## config.mk

```make
export PLATFORM = sky130hd
export DESIGN_NAME = count_uart_tx
export DESIGN_NICKNAME = d
export VERILOG_FILES = /design/src/rtl/count_uart_tx.sv
export SDC_FILE = /design/constraint.sdc
export NUM_CORES = 1
export LEC_CHECK = 0
export CAP_MARGIN = 20
export CELL_PAD_IN_SITES_DETAIL_PLACEMENT = 1
export CELL_PAD_IN_SITES_GLOBAL_PLACEMENT = 1
export CORE_MARGIN = 1
export CORE_UTILIZATION = 34
export DETAILED_ROUTE_END_ITERATION = 8
export GPL_ROUTABILITY_DRIVEN = 0
export PLACE_DENSITY = 0.7
export SLEW_MARGIN = 20
export SYNTH_ARGS = -nofsm -noshare
export SYNTH_HDL_FRONTEND = slang
export SYNTH_SLANG_ARGS = --single-unit
```

## constraint.sdc

```tcl
create_clock -name clk -period 1.8 [get_ports clk]
set_input_delay 0.27 -clock clk [delete_from_list [all_inputs] [get_ports clk]]
set_output_delay 0.27 -clock clk [all_outputs]
set_load 0.01 [all_outputs]
```

## src/rtl/count_uart_tx.sv

```systemverilog
// rtl/count_uart_tx.sv - UART transmitter for the free-running counter byte
// Start, 8 data bits LSB-first, optional parity, one stop bit; tx is registered.
module count_uart_tx #(
  parameter int CLKS_PER_BIT = 87,
  parameter int PARITY       = 0
) (
  input  logic       clk,
  input  logic       rst,
  input  logic [7:0] in_data,
  input  logic       in_valid,
  output logic       in_ready,
  output logic       tx,
  output logic       busy
);

  localparam int             CW       = (CLKS_PER_BIT > 1) ? $clog2(CLKS_PER_BIT) : 1;
  localparam logic [CW-1:0]  CNT_LAST = CW'(CLKS_PER_BIT - 1);
  localparam logic           PAR_EN   = (PARITY == 1) || (PARITY == 2);
  localparam logic           PAR_ODD  = (PARITY == 2);

  typedef enum logic [2:0] {
    S_IDLE,
    S_START,
    S_DATA,
    S_PARITY,
    S_STOP
  } state_t;

  state_t        state, state_d;
  logic [CW-1:0] cnt, cnt_d;
  logic [7:0]    shift, shift_d;
  logic [2:0]    idx, idx_d;
  logic          par, par_d;
  logic          tx_d;
  logic          bit_end;

  assign bit_end  = (cnt == CNT_LAST);
  assign in_ready = (state == S_IDLE);
  assign busy     = (state != S_IDLE);

  always_ff @(posedge clk) begin
    if (rst) begin
      state <= S_IDLE;
      cnt   <= '0;
      shift <= '0;
      idx   <= '0;
      par   <= 1'b0;
      tx    <= 1'b1;
    end else begin
      state <= state_d;
      cnt   <= cnt_d;
      shift <= shift_d;
      idx   <= idx_d;
      par   <= par_d;
      tx    <= tx_d;
    end
  end

  // tx_d is the level for the bit selected by the current state/counter;
  // registering it delays every bit uniformly by one cycle.
  always_comb begin
    state_d = state;
    cnt_d   = bit_end ? '0 : cnt + CW'(1);
    shift_d = shift;
    idx_d   = idx;
    par_d   = par;
    tx_d    = 1'b1;
    case (state)
      S_IDLE: begin
        cnt_d = '0;
        if (in_valid) begin
          shift_d = in_data;
          par_d   = (^in_data) ^ PAR_ODD;
          idx_d   = '0;
          state_d = S_START;
        end
      end
      S_START: begin
        tx_d = 1'b0;
        if (bit_end) state_d = S_DATA;
      end
      S_DATA: begin
        tx_d = shift[0];
        if (bit_end) begin
          shift_d = {1'b0, shift[7:1]};
          idx_d   = idx + 3'd1;
          if (idx == 3'd7) state_d = PAR_EN ? S_PARITY : S_STOP;
        end
      end
      S_PARITY: begin
        tx_d = par;
        if (bit_end) state_d = S_STOP;
      end
      S_STOP: begin
        tx_d = 1'b1;
        if (bit_end) state_d = S_IDLE;
      end
      default: begin
        state_d = S_IDLE;
        cnt_d   = '0;
      end
    endcase
  end

endmodule

```

==> results of run 1 <==
[synth_stat cells, types with 2 or more instances]
library cell / n / share of area (%)
sky130_fd_sc_hd__buf_4: 2 / 1.2
sky130_fd_sc_hd__a21oi_1: 4 / 1.7
sky130_fd_sc_hd__or3_1: 2 / 1.0
sky130_fd_sc_hd__xnor2_1: 10 / 7.3
sky130_fd_sc_hd__and3_2: 2 / 1.2
sky130_fd_sc_hd__a311oi_2: 3 / 3.7
sky130_fd_sc_hd__clkbuf_1: 3 / 0.93
sky130_fd_sc_hd__ha_1: 4 / 4.1
sky130_fd_sc_hd__dfxtp_1: 23 / 38
sky130_fd_sc_hd__a311oi_1: 4 / 2.9
sky130_fd_sc_hd__nor2_2: 9 / 4.7
sky130_fd_sc_hd__inv_1: 2 / 0.62
sky130_fd_sc_hd__nand2_1: 17 / 5.3
sky130_fd_sc_hd__nor2_1: 10 / 3.1
sky130_fd_sc_hd__nand3_1: 8 / 3.3
sky130_fd_sc_hd__buf_2: 2 / 0.83
sky130_fd_sc_hd__xor2_1: 2 / 1.5
[through the flow]
step | power (mW) | std cells | utilization (%) | hold slack [ns]
floorplan | 0.6659 | 128 | - | 0.4105
global placement | 0.7142 | 185 | 41.18 | 0.4471
detailed placement | 0.7216 | 185 | 41.18 | 0.4687
CTS | 0.9674 | 189 | 41.93 | 0.4815
global route | 1.007 | 189 | 42.41 | 0.5133
finish | 0.9562 | 189 | 42.41 | 0.4639
[flip-flops by register name, summed over array words and instances, names as in the netlist]
signal and count:
cnt 7, idx 3, par 1, shift 8, state 3, tx 1
[kinds of logic (layout without fill, tap and decap cells)]
family / Yosys count / in the layout / share of synthesized area [%]
AOI/OAI and AO/OA: 18 / 18 / 13.06
and+or+nand+nor: 58 / 58 / 28.91
muxes: 1 / 1 / 0.9326
adders and majority gates: 4 / 4 / 4.145
buffers and inverters: 12 / 27 / 6.113
DFF: 23 / 23 / 38.13
xor gates and xnor gates: 12 / 12 / 8.705
[final timing paths]
check           start        to
max reg2reg    cnt[0]    cnt[3]
max            cnt[0]    cnt[3]
min reg2reg  shift[1]  shift[0]
min          shift[1]  shift[0]
[power by group]
group	switching [mW]	total, mW	internal, mW
Sequential	0.0134	0.546	0.533
Combinational	0.0787	0.162	0.0830
Clock	0.165	0.248	0.0831
Total	0.257	0.956	0.699
[layer usage]
layer	vias to the layer above	track usage (%)
li1	472	-
met1	462	19.85
met2	12	26.42
met3	0	2.521
met4	0	3.810
met5	-	0
[layout make-up]
class	instances	area, µm²
clock buffer	3	22.52
clock inverter	1	5.005
fill	406	1937
inverter	3	11.26
multi-input combinational	93	689.4
sequential	23	460.4
tap	46	57.56
timing repair buffer	20	180.2
[critical path, stage by stage (launching register included)]
cell and delay (ns):
sky130_fd_sc_hd__dfxtp_1 0.41, sky130_fd_sc_hd__inv_1 0.06, sky130_fd_sc_hd__ha_1 0.26, sky130_fd_sc_hd__and3_4 0.22, sky130_fd_sc_hd__or4b_4 0.57, sky130_fd_sc_hd__nor2_2 0.13
[timing repair]
action,in CTS,in global routing
setup endpoints to repair,2,2
hold buffers,0,0
gates resized for setup,2,2
==> qor.yml, run 1 <==
synthesis:
  dominantRegCellSynth: "sky130_fd_sc_hd__dfxtp_1"
  net_count_after_synthesis: 143
  syn_area_per_cell_um2: 9.433
  distinct_cell_type_count_after_synthesis: 38
  async_flop_share_pct: 0
  post_synth_inst_count: 128
  yosys_warnings: 0
  ys_seq_elements: 23
  synth-seq-area-share_pct: 38.13
  netlist_area_um2: 1207
  synth_edf_count: 0
sta:
  layout_worst_path_cycle_share_pct: 94.63
  final_max_slew_violation_count: 0
  report.final.hold_viol_count: 0
  summed_negative_setup_slack_over_all_endpoints_ns: 0
  slew_of_the_pin_with_the_lowest_slew_margin_ns: 0.3614
  postLayoutSetupSlackWorst_ns: 0.09664
  setup_viol_count_final: 0
  finalWorstPathRequiredPeriod_ns: 1.703
  max_clock_freq_mhz: 587.1
  rsz0062_at_grt: "no"
  maxSlewHeadroom_pct: 75.87
  clock-skew-final_ns: 0.02093
routing:
  wl_per_cell_um: 14.05
  drt_pass1_iterations: 4
  routed_wire_length_um: 2655
  wl_met3_um: 69
  detail_route.drc_violations: 0
  highest_layer: "met3"
  vias_per_cell: 5.005
  antenna_left: 0
  wl_met1_um: 1184
  via_count: 946
  initial_drc_count: 25
  route.met2.wl_um: 1401
die:
  die-height_um: 61.59
  ioPinCount: 14
  die_w_um: 61.59
  placement_rows: 21
  initial_core_utilization_pct: 35.90
  die_area_um2: 3793
  total_core_area_um2: 3363
clock_network:
  cts.repair_timing.setup_buffer_count: 0
  cts.sinks: 23
  clkTransAtPathRegs_ns: 0.15
  cts_tree: "yes"
  clock-root-buffer: "sky130_fd_sc_hd__clkbuf_4"
  cts_max_level: 1
  ctsLongestPathBuffers: 2
  cts_made_buffers: 3
  clkLatencyLatePin_ns: 0.32
layout:
  area_growth_pct: 18.13
  antennaDiodeCount: 0
  layout_common_cells: "23 x sky130_fd_sc_hd__dfxtp_1, 17 x sky130_fd_sc_hd__nand2_1, 11 x sky130_fd_sc_hd__clkdlybuf4s50_1, 10 x sky130_fd_sc_hd__nor2_1, 10 x sky130_fd_sc_hd__xnor2_1"
  layout.cells.most_common: "sky130_fd_sc_hd__dfxtp_1"
  final_area_um2: 1426
  num-nets-final: 159
  drive_gt1_share_pct: 23.78
setup_path:
  path_max_fanout: 7
  type_of_the_worst_setup_path: "reg -> reg"
  critPathLaunchType: "flop"
  worst-endpoint-arrival_ns: 1.96
  register_to_register_path_setup_slack_ns: 0.1
  worst_setup_path_end_kind: "flop"
  timing.reg2reg.worst_path_depth: 5
  timing.critical_path.required_ns: 2.05
worst_hold_path:
  worstHoldPathType: "reg -> reg"
  min_path_cells: 2
placed_design:
  post-place-ws_ns: 0.05196
  place_area_um2: 1385
  portBuffers: 13
  dpl.hpwl_um: 2057
power_and_ir_drop:
  powerDensity_nw_per_um2: 670.4
  cellLeakagePower_nw: 0.5116
  vdd_drop_max_v: 0.0002740
global_route:
  grt_antenna_before_repair: 0
  grt_first_pass_wirelength_um: 4291
  gr_overflow_total: 0
  grt.total_usage_pct: 15.33
  grt_max_degree: 17
  first_global_vias: 942
job:
  maxcap_viol_count: 0
outcome:
  outcome: "complete, no violations"
No activity file was read; power rests on OpenSTA's default activity.
==> run 2: changes to the inputs <==
==> constraint.sdc (replaced) <==
create_clock -name clk -period 1.8 [get_ports clk]
set_input_delay 0.18 -clock clk [delete_from_list [all_inputs] [get_ports clk]]
set_output_delay 0.18 -clock clk [all_outputs]
set_load 0.01 [all_outputs]
==> qor.yml, run 2 (synthesis results as in run 1) <==
outcome:
  outcome: "complete, no violations"
layout:
  drive_gt1_share_pct: 23.24
  multi_input_area_um2: 683.2
  layout_common_cells: "22 x sky130_fd_sc_hd__dfxtp_1, 17 x sky130_fd_sc_hd__nand2_1, 11 x sky130_fd_sc_hd__clkdlybuf4s50_1, 10 x sky130_fd_sc_hd__nor2_1, 10 x sky130_fd_sc_hd__xnor2_1"
  finalNonFillerCells: 188
  area_growth_pct: 17.51
  n_fill_cell: 416
  flip_flop_count_of_the_largest_register_all_copies_and_words_added: 8
  register_area_um2: 464.2
  postLayoutCoreUtil_pct: 42.19
  num-nets-final: 158
  layout.cells.most_common: "sky130_fd_sc_hd__dfxtp_1"
  antennaDiodeCount: 0
  largestRegisters: "shift: 8 flops, cnt: 7 flops"
  top_register: "shift"
sta:
  final_max_slew_violation_count: 0
  summed_negative_setup_slack_over_all_endpoints_ns: 0
  rsz0062_at_grt: "no"
  setup_viol_count_final: 0
  max_clock_freq_mhz: 588.8
  report.final.hold_viol_count: 0
  layout_worst_path_cycle_share_pct: 94.35
  finalWorstPathRequiredPeriod_ns: 1.698
  maxSlewHeadroom_pct: 76.84
  slew_of_the_pin_with_the_lowest_slew_margin_ns: 0.3468
  clock-skew-final_ns: 0.007286
  postLayoutSetupSlackWorst_ns: 0.1017
routing:
  wl_per_cell_um: 13.70
  vias_per_cell: 5.000
  routed_wire_length_um: 2575
  initial_drc_count: 10
  via_count: 940
  drt_pass1_iterations: 3
  detail_route.drc_violations: 0
  antenna_left: 0
global_route:
  grt_antenna_before_repair: 0
  grt.total_usage_pct: 15.21
  grt_first_pass_wirelength_um: 4222
  first_global_vias: 948
  grt_max_degree: 17
  gr_overflow_total: 0
placed_design:
  placed_instance_count: 184
  post-place-ws_ns: 0.1288
  dpl.hpwl_um: 1972
  portBuffers: 13
clock_network:
  cts.repair_timing.setup_buffer_count: 0
  hold_buffers: 0
  clkLatencyLatePin_ns: 0.30
  cts_max_level: 1
  cts_made_buffers: 3
  cts.sinks: 23
  ctsLongestPathBuffers: 2
  clkTransAtPathRegs_ns: 0.12
  cts_tree: "yes"
  clock-root-buffer: "sky130_fd_sc_hd__clkbuf_4"
die:
  die_w_um: 61.59
  ioPinCount: 14
  placement_rows: 21
  initial_core_utilization_pct: 35.90
  total_core_area_um2: 3363
  die-height_um: 61.59
  die_area_um2: 3793
setup_path:
  critPathTopFamily: "simple AND/OR/NAND/NOR gates"
  worst_setup_path_end_kind: "flop"
  type_of_the_worst_setup_path: "reg -> reg"
  cp_num_buf_inv: 1
  critPathLaunchType: "flop"
  path_max_fanout: 7
  crit_path_cell_trace: "inv_1, ha_1, and3_4, or4b_4, nor2_2"
  cpMaxStageDelayCell: "sky130_fd_sc_hd__or4b_4"
  timing.critical_path.required_ns: 2.05
  critical_path.max_stage_delay_ns: 0.58
  worst-endpoint-arrival_ns: 1.95
power_and_ir_drop:
  powerDensity_nw_per_um2: 669.7
  vdd_drop_max_v: 0.0002181
  cellLeakagePower_nw: 0.5163
job:
  maxcap_viol_count: 0
worst_hold_path:
  worstHoldPathType: "reg -> reg"
==> run 2: cell count changes in the layout (fill, tap and decap cells not counted) <==
cell | previous run | this run
sky130_fd_sc_hd__buf_4 | 7 | 6
sky130_fd_sc_hd__clkbuf_1 | 0 | 1
sky130_fd_sc_hd__clkinv_2 | 1 | 0
sky130_fd_sc_hd__dfxtp_1 | 23 | 22
sky130_fd_sc_hd__dfxtp_4 | 0 | 1
sky130_fd_sc_hd__dlygate4sd2_1 | 2 | 1
sky130_fd_sc_hd__dlymetal6s2s_1 | 0 | 1
sky130_fd_sc_hd__nor3b_2 | 0 | 1
sky130_fd_sc_hd__nor3b_4 | 1 | 0
==> run 2: path summary, 6_finish.rpt <==
kind          start      to  slack, ns  cells after the start
max          cnt[0]  cnt[5]       0.10                      5
min          cnt[0]  cnt[0]       0.48                      1
min reg2reg  cnt[0]  cnt[0]       0.48                      1
max reg2reg  cnt[0]  cnt[5]       0.10                      5
==> run 2: report_power, final <==
| part | internal [mW] | leakage (nW) | switching, mW |
|---|---|---|---|
| combinational | 0.0861 | 0.313 | 0.0793 |
| sequential | 0.531 | 0.189 | 0.0133 |
| clock | 0.0863 | 0.0150 | 0.154 |
==> run 2: worst reg2reg max path, stage by stage, from the launching register on <==
cell,delay (ns)
sky130_fd_sc_hd__dfxtp_1,0.40
sky130_fd_sc_hd__inv_1,0.06
sky130_fd_sc_hd__ha_1,0.26
sky130_fd_sc_hd__and3_4,0.22
sky130_fd_sc_hd__or4b_4,0.58
sky130_fd_sc_hd__nor2_2,0.13
==> run 2: per-layer routing <==
layer  GRT usage, %  routed length (µm)  part of all wire (%)  up-vias
met5              0                   0                     0        -
met4          3.810                  12                  0.47        0
met3          2.521                  57                   2.2        2
met2          26.27                1297                    50       10
met1          19.69                1208                    47      454
li1               -                   -                     -      474
==> run 2: metrics by stage <==
step | power [mW] | hold slack, ns | instance area (µm²)
3_5_place_dp | 0.7241 | 0.4550 | 1378
3_3_place_gp | 0.7165 | 0.4481 | 1378
4_1_cts | 0.9648 | 0.4824 | 1406
6_report | 0.9502 | 0.4824 | 1419
2_1_floorplan | 0.6659 | 0.3205 | 1207
5_1_grt | 1.006 | 0.4912 | 1419
==> run 2: layout make-up <==
class	count	area share, %
flip-flops and latches	23	32.72
multi-input cells	93	48.15
inverters	3	0.7937
repair buffers	19	12.43
well taps	46	4.056
clock buffers	4	1.852
==> run 2: repair_timing <==
action / CTS / global route
gates resized for setup: 3 / 2
setup endpoints to repair: 2 / 2
hold endpoints to repair: 0 / 0
